`src/rtl/axis_pr_ingress_gate.sv`:
```
// AXI4-Stream gate in front of a PR region: packet-aligned decouple, two-entry registered skid buffer; PR_INGRESS_GATE_STATS_EN enables the packet/drop counters.
// Latency: one cycle from S accept to M_AXIS_tvalid; one beat per cycle sustained with M_AXIS_tready high.
// Backpressure: S_AXIS_tready is registered and falls only when both entries will be occupied; while decoupled it stays high and input is discarded.
module axis_pr_ingress_gate #(
  parameter int DATA_WIDTH = 512,
  parameter int KEEP_WIDTH = DATA_WIDTH / 8,
  parameter int CNT_WIDTH  = 32
) (
  input  logic                  CLK,
  input  logic                  ARESETN,
  input  logic                  decouple_req,
  output logic                  decouple_ack,
  input  logic [DATA_WIDTH-1:0] S_AXIS_tdata,
  input  logic [KEEP_WIDTH-1:0] S_AXIS_tkeep,
  input  logic                  S_AXIS_tlast,
  input  logic                  S_AXIS_tvalid,
  output logic                  S_AXIS_tready,
  output logic [DATA_WIDTH-1:0] M_AXIS_tdata,
  output logic [KEEP_WIDTH-1:0] M_AXIS_tkeep,
  output logic                  M_AXIS_tlast,
  output logic                  M_AXIS_tvalid,
  input  logic                  M_AXIS_tready,
  output logic [CNT_WIDTH-1:0]  pkt_count,
  output logic [CNT_WIDTH-1:0]  drop_count
);

  typedef enum logic [1:0] {PASS, DRAIN, DECOUPLED} state_t;

  state_t                state, state_n;
  logic                  h_vld, k_vld;
  logic [DATA_WIDTH-1:0] h_dat, k_dat;
  logic [KEEP_WIDTH-1:0] h_keep, k_keep;
  logic                  h_last, k_last;
  logic                  in_pkt, in_pkt_n;
  logic                  s_rdy, ack;
  logic                  s_acc, m_hs, wr;
  logic [1:0]            occ, occ_n;

  assign s_acc    = S_AXIS_tvalid & s_rdy;
  assign m_hs     = h_vld & M_AXIS_tready;
  assign wr       = s_acc & (state != DECOUPLED);
  assign in_pkt_n = s_acc ? ~S_AXIS_tlast : in_pkt;
  assign occ      = {1'b0, h_vld} + {1'b0, k_vld};
  assign occ_n    = occ + {1'b0, wr} - {1'b0, m_hs};

  // Transitions look at the post-accept packet position so a tlast beat this cycle counts as a boundary.
  always_comb begin
    state_n = state;
    case (state)
      PASS:      if (decouple_req) state_n = in_pkt_n ? DRAIN : DECOUPLED;
      DRAIN:     if (!in_pkt_n) state_n = DECOUPLED;
      DECOUPLED: if (!decouple_req && !in_pkt_n) state_n = PASS;
      default:   state_n = PASS;
    endcase
  end

  always_ff @(posedge CLK or negedge ARESETN) begin
    if (!ARESETN) begin
      state  <= PASS;
      in_pkt <= 1'b0;
      s_rdy  <= 1'b0;
      ack    <= 1'b0;
      h_vld  <= 1'b0;
      k_vld  <= 1'b0;
    end else begin
      state  <= state_n;
      in_pkt <= in_pkt_n;
      s_rdy  <= (state_n == DECOUPLED) | (occ_n != 2'd2);
      ack    <= (state_n == DECOUPLED) & (occ_n == 2'd0);
      h_vld  <= (occ_n != 2'd0);
      k_vld  <= (occ_n == 2'd2);
    end
  end

  // Head register drives M; the skid entry only fills when the head is stalled.
  always_ff @(posedge CLK or negedge ARESETN) begin
    if (!ARESETN) begin
      h_dat  <= '0;
      h_keep <= '0;
      h_last <= 1'b0;
      k_dat  <= '0;
      k_keep <= '0;
      k_last <= 1'b0;
    end else if (m_hs) begin
      if (k_vld) begin
        h_dat  <= k_dat;
        h_keep <= k_keep;
        h_last <= k_last;
        if (wr) begin
          k_dat  <= S_AXIS_tdata;
          k_keep <= S_AXIS_tkeep;
          k_last <= S_AXIS_tlast;
        end
      end else if (wr) begin
        h_dat  <= S_AXIS_tdata;
        h_keep <= S_AXIS_tkeep;
        h_last <= S_AXIS_tlast;
      end
    end else if (wr) begin
      if (h_vld) begin
        k_dat  <= S_AXIS_tdata;
        k_keep <= S_AXIS_tkeep;
        k_last <= S_AXIS_tlast;
      end else begin
        h_dat  <= S_AXIS_tdata;
        h_keep <= S_AXIS_tkeep;
        h_last <= S_AXIS_tlast;
      end
    end
  end

`ifdef PR_INGRESS_GATE_STATS_EN
  logic [CNT_WIDTH-1:0] pkt_q, drop_q;

  always_ff @(posedge CLK or negedge ARESETN) begin
    if (!ARESETN) begin
      pkt_q  <= '0;
      drop_q <= '0;
    end else begin
      if (m_hs && h_last) pkt_q <= pkt_q + CNT_WIDTH'(1);
      if (s_acc && S_AXIS_tlast && (state == DECOUPLED)) drop_q <= drop_q + CNT_WIDTH'(1);
    end
  end

  assign pkt_count  = pkt_q;
  assign drop_count = drop_q;
`else
  assign pkt_count  = '0;
  assign drop_count = '0;
`endif

  assign S_AXIS_tready = s_rdy;
  assign decouple_ack  = ack;
  assign M_AXIS_tvalid = h_vld;
  assign M_AXIS_tdata  = h_dat;
  assign M_AXIS_tkeep  = h_keep;
  assign M_AXIS_tlast  = h_last;

endmodule
```
`config.mk`:
```
export PLATFORM = sky130hd
export DESIGN_NAME = axis_pr_ingress_gate
export DESIGN_NICKNAME = d
export VERILOG_FILES = /design/src/rtl/axis_pr_ingress_gate.sv
export SDC_FILE = /design/constraint.sdc
export NUM_CORES = 1
export LEC_CHECK = 0
export CORE_AREA = 2 2 472 474
export CTS_CLUSTER_SIZE = 10
export DETAILED_ROUTE_END_ITERATION = 8
export DIE_AREA = 0 0 474 476
export PLACE_DENSITY = 0.43
export SLEW_MARGIN = 20
export SYNTH_ARGS = -nofsm -noshare
export SYNTH_HDL_FRONTEND = slang
export SYNTH_SLANG_ARGS = --single-unit
```
`constraint.sdc`:
```
create_clock -name CLK -period 1.7 [get_ports CLK]
set_clock_uncertainty 0.1 [all_clocks]
set_input_delay 0.34 -clock CLK [delete_from_list [all_inputs] [get_ports CLK]]
set_output_delay 0.34 -clock CLK [all_outputs]
set_load 0.1 [all_outputs]
```
Word level (Yosys, flattened, before mapping). Index checks and enable logic that the tools add are counted. W data, S select, Z words.

Add/subtract/negate cells: 3. Multipliers: 0. Div/mod/pow operators: 0. $lt $le $gt $ge: 0. Equality and inequality tests: 8. Shifts and indexed selects: 0. Multiplexer cells: 33. Bitwise operators: 6. Reductions and logical operators: 11.

Operators with widths (count): $mux W512 (9); $mux W64 (9); $mux W1 (10); $mux W2 (4); $reduce_bool A2 Y1 (4); $eq A2 B2 Y1 const B (3); $ne A2 B2 Y1 const B (3); $pmux W2 S3 (1); $reduce_and A3 Y1 (2); $and A1 B1 Y1 (4); $logic_not A2 Y1 (2); $add A1 B1 Y2 (1); $add A2 B1 Y2 (1); $eq A2 B1 Y1 const B (1); $logic_not A1 Y1 (2); $ne A2 B1 Y1 const B (1); $sub A2 B1 Y2 (1); $logic_and A1 B1 Y1 (1); $not A1 Y1 (1); $or A1 B1 Y1 (1).

Register bits after elaboration: 1161. Latch bits: 0. Memory bits (writable): 0. Memory bits (read-only): 0. Bits of input ports: 582. Output and inout bits: 644. Logic and storage cells: 73. Memories: 0.

Longest topological paths before layout.
Depth in word-level cells: 8. Mapped depth: 7. Mapped depth without buffers: 6.

Worst setup path after synthesis. Ideal clock, no wire load.

Path kind: flip-flop to flip-flop. Start: register s_rdy, in the netlist S_AXIS_tready. End: register k_dat[0]. Setup time: 0.125 ns. Arrival time: 2.200 ns. Data required time: 1.475 ns. Slack: -0.725 ns. Stages on the path, launching flop included: 7. Path buffers: 3. Period minus slack after synthesis: 2.425 ns. Cell sequence: dfrtp_1 > nand3_2 > a211o_1 > buf_4 > buf_6 > buf_6 > mux2_4.

Word-level cells in the longest chain between the ends: 3.

Ends and longest elaborated chain: start, declared (line 35) `logic s_rdy, ack;`; start signal, assigned (line 68) `s_rdy <= (state_n == DECOUPLED) | (occ_n != 2'd2);`; $and A1 B1 Y1 (line 39) `assign s_acc = S_AXIS_tvalid & s_rdy;`; $and A1 B1 Y1 (line 41) `assign wr = s_acc & (state != DECOUPLED);`; $reduce_and A3 Y1 (no source line); end signal, assigned (line 90) `k_dat <= S_AXIS_tdata;`; end signal, assigned (line 101) `k_dat <= S_AXIS_tdata;`; end, declared (line 31) `logic [DATA_WIDTH-1:0] h_dat, k_dat;`.

No other way between the ends. A chain may end at the register's enable or synchronous reset.

Final worst setup path.
Start: register state[1]. End: register k_dat[107].

Word-level cells in the longest chain between the ends: 3.

Ends and longest elaborated chain: start, declared (line 29) `state_t state, state_n;`; start signal, assigned (line 66) `state <= state_n;`; $ne A2 B2 Y1 (line 41); $and A1 B1 Y1 (line 41); $reduce_and A3 Y1 (no source line).

No other way between the ends.

==> results.py <==
metrics = {
    "run_status": {
        "status": "finished with violations",
        "violations": "setup timing",
    },
    "detailed_routing": {
        "drt_iter0_drc": 1754,
        "drtPass1Iterations": 5,
        "ant_nets": 0,
        "num_vias": 35334,
        "drc_errors": 0,
        "wl_per_cell_um": 27.80,
        "vias_per_cell": 4.585,
        "totalWireLength_um": 214300,
    },
    "floorplan": {
        "die_h_um": 476,
        "core-area_mm2": 0.2210,
        "rows": 173,
        "ioPinCount": 1226,
        "start_util_pct": 22.00,
        "die_w_um": 474,
        "design.die.area_mm2": 0.2256,
    },
    "place": {
        "place_ws_ns": -0.8654,
        "gp_congestion": 0.7933,
        "placement.io_buffers": 1161,
        "hpwl_um": 150100,
    },
    "timing": {
        "setup_violations": 1736,
        "maxSlewHeadroom_pct": 56.73,
        "finalHoldViolations": 0,
        "fin_crit_ns": 2.082,
        "rsz0062_at_grt": "yes",
        "maxSlewViolCount": 0,
        "tightest_slew_ns": 0.6469,
        "max_freq_mhz": 480.3,
        "period_share_pct": 122.5,
        "timing.final.ws_setup_ns": -0.3822,
    },
    "clocking": {
        "cts_buffers": 147,
        "root_buffer": "clkbuf_16",
        "clk_latency_ns": 0.80,
        "cts_sinks": 1161,
        "htreeDepth": 4,
        "clock_path_buffers": 3,
        "cts_tree": "built",
        "clk_pin_slew_ns": 0.06,
    },
    "min_path": {
        "whs_endpoint": "M_AXIS_tdata[140]",
        "worstHoldPathType": "in -> reg",
        "min_path_cells": 3,
        "worstHoldStart": "S_AXIS_tdata[140]",
    },
    "synth": {
        "ys_seq_area_share_pct": 59.76,
        "synth-compound-area-share_pct": 17.91,
        "synthXorXnorAreaFrac_pct": 0.01801,
        "syn_area_mm2": 0.04862,
        "synth_fa_ha_area_share_pct": 0.06691,
        "yosys-top-cells-area": "dfrtp_1 60%, mux2_4 16%, a2bb2oi_1 10%",
        "yosysWarnings": 0,
        "synthMuxAreaShare_pct": 17.46,
        "netlist_instances": 3304,
        "ys_types": 33,
        "postSynthAreaPerCell_um2": 14.72,
        "synth_top_family_by_area": "compound AO/OA/AOI/OAI gates",
        "synth_seq_cells": 1161,
        "synth_top_area_share_pct": 59.76,
        "synth-simple-area-share_pct": 0.1801,
        "yosysTopAreaCell": "dfrtp_1",
    },
    "setup_path": {
        "reg2reg_from": "state[1]",
        "r2r_end": "k_dat[107]",
        "startpoint_type": "flip-flop",
        "endpoint_kind": "flip-flop",
        "rrSetupSlack_ns": -0.38,
        "worstPathMaxFanout": 32,
        "path_class": "reg -> reg",
        "rr_worst_depth": 7,
        "cp.required_ns": 2.25,
        "cp.arrival_ns": 2.64,
    },
    "layout": {
        "fillCellCount": 20852,
        "final_nets": 5209,
        "drive_gt1_share_pct": 46.28,
        "area_growth_syn_to_layout_pct": 66.08,
    },
    "global_routing": {
        "overflow": 0,
        "antenna_found_initial": 82,
        "grt_max_degree": 58,
        "grt_pass1_vias": 37548,
        "grt_util_all_layers_pct": 17.77,
        "grt_pass1_wl_um": 293500,
    },
    "job": {
        "cap_viol_max_count": 0,
    },
}
==> registers in the layout (all words and copies together), names as in the netlist, 2 cells and up <==
name / flops
M_AXIS_tkeep: 64
M_AXIS_tdata: 512
k_dat: 512
k_keep: 64
state: 2
==> layout by cell type, fill, tap and decap left out, types with 2 or more instances in the layout <==
master,synthesis,layout
dfrtp_1,1161,1148
buf_12,0,697
clkdlybuf4s50_1,0,580
a2bb2oi_1,576,561
mux2_4,530,531
o22ai_2,0,444
clkbuf_16,0,184
buf_4,65,130
o22ai_1,577,125
conb_1,1,64
mux2_2,47,46
clkbuf_1,180,32
buf_16,0,29
diode_2,0,24
clkbuf_8,0,24
buf_6,59,18
a2bb2oi_2,0,15
dfrtp_2,0,11
o22ai_4,0,8
inv_6,0,7
clkinv_2,0,5
clkinv_16,0,4
bufinv_16,0,4
inv_1,4,3
clkinvlp_4,0,3
dfrtp_4,0,2
and2_4,0,2
nand2b_4,0,2
nand3_4,0,2
nor2_1,2,2
clkinv_8,0,2
dlygate4sd3_1,0,2
buf_8,0,2
==> metal layers <==
layer  part of all wire [%]  up-vias  global-route usage, %
li1                       -    15353                      -
met5                   0.31        -                      0
met2                     47     1096                  28.20
met1                     41    18432                  22.03
met3                    8.0      347                  6.761
met4                    3.2      106                  6.108
==> worst max-delay path by stage <==
| stage | start | end | cells after the start |
|---|---|---|---|
| 5_1_grt | state[1] | k_dat[105] | 7 |
| 4_1_cts | M_AXIS_tvalid | M_AXIS_tvalid | 2 |
| 3_5_place_dp | S_AXIS_tvalid | M_AXIS_tdata[472] | 8 |
| 2_1_floorplan | M_AXIS_tvalid | S_AXIS_tready | 5 |
| 3_3_place_gp | S_AXIS_tvalid | M_AXIS_tdata[482] | 8 |
| 6_report | state[1] | k_dat[107] | 7 |
==> logic make-up after synthesis <==
kind of cell	count (synthesis)
buffers and inverters	388
DFF	1161
xor gates and xnor gates	1
adders and majority gates	2
other	1
muxes	577
AOI/OAI and AO/OA	1160
and+or+nand+nor	14
==> stage by stage <==
stage | hold slack, ns | cells | utilization [%] | instance area [µm²] | TNS (ns)
global route | 0.04344 | 7693 | 36.52 | 80710 | -502.62
finish | 0.09064 | 7707 | 36.54 | 80740 | -376.59
global placement | 0.1257 | 7376 | 33.49 | 74010 | -848.15
CTS | 0.009143 | 7625 | 35.75 | 79020 | -431.05
floorplan | -0.05559 | 3367 | - | 53320 | -163.00
detailed placement | 0.1232 | 7376 | 33.49 | 74010 | -846.99
==> worst max-delay path, stage by stage (launching register included) <==
cell      delay [ns]
dfrtp_1         0.40
nand2b_4        0.10
nand3_4         0.08
a211o_4         0.38
buf_12          0.19
buf_12          0.14
buf_16          0.18
mux2_4          0.34
==> repair_timing <==
| item | 4_1_cts | 5_1_grt |
|---|---|---|
| hold buffers | 2 | 0 |
| endpoints found under the hold margin | 1161 | 0 |
| pin swaps | 1 | 9 |
| setup endpoints to repair | 1736 | 1738 |
| gates cloned | 4 | 44 |
| resized for setup | 38 | 89 |
| setup buffers | 11 | 15 |
==> layout make-up <==
class	count	area, µm²	area share [%]
clock inverter	27	410.4	0.5083
antenna	24	60.06	0.07438
inverter	4	15.01	0.01859
sequential	1161	29070	36.01
multi-input combinational	1818	20620	25.54
clock buffer	205	4179	5.176
tap	2975	3722	4.610
timing repair buffer	1493	22660	28.07
==> synth_stat cells (all sizes together) <==
cell	number
nor3	1
o22ai	577
nand3	2
o2bb2a	1
nor2	2
clkbuf	180
o31a	1
nand2b	3
a31oi	1
and2	2
dfrtp	1161
or3	1
a21boi	1
conb	1
a21oi	1
buf	204
and4b	1
a2bb2oi	576
a211oi	1
a211o	1
xnor2	1
ha	1
nand4	1
mux2	577
nand2	1
inv	4
fa	1
Power is not shown: default switching activity piles up to over one toggle a cycle in this logic, so the estimate is an artifact.
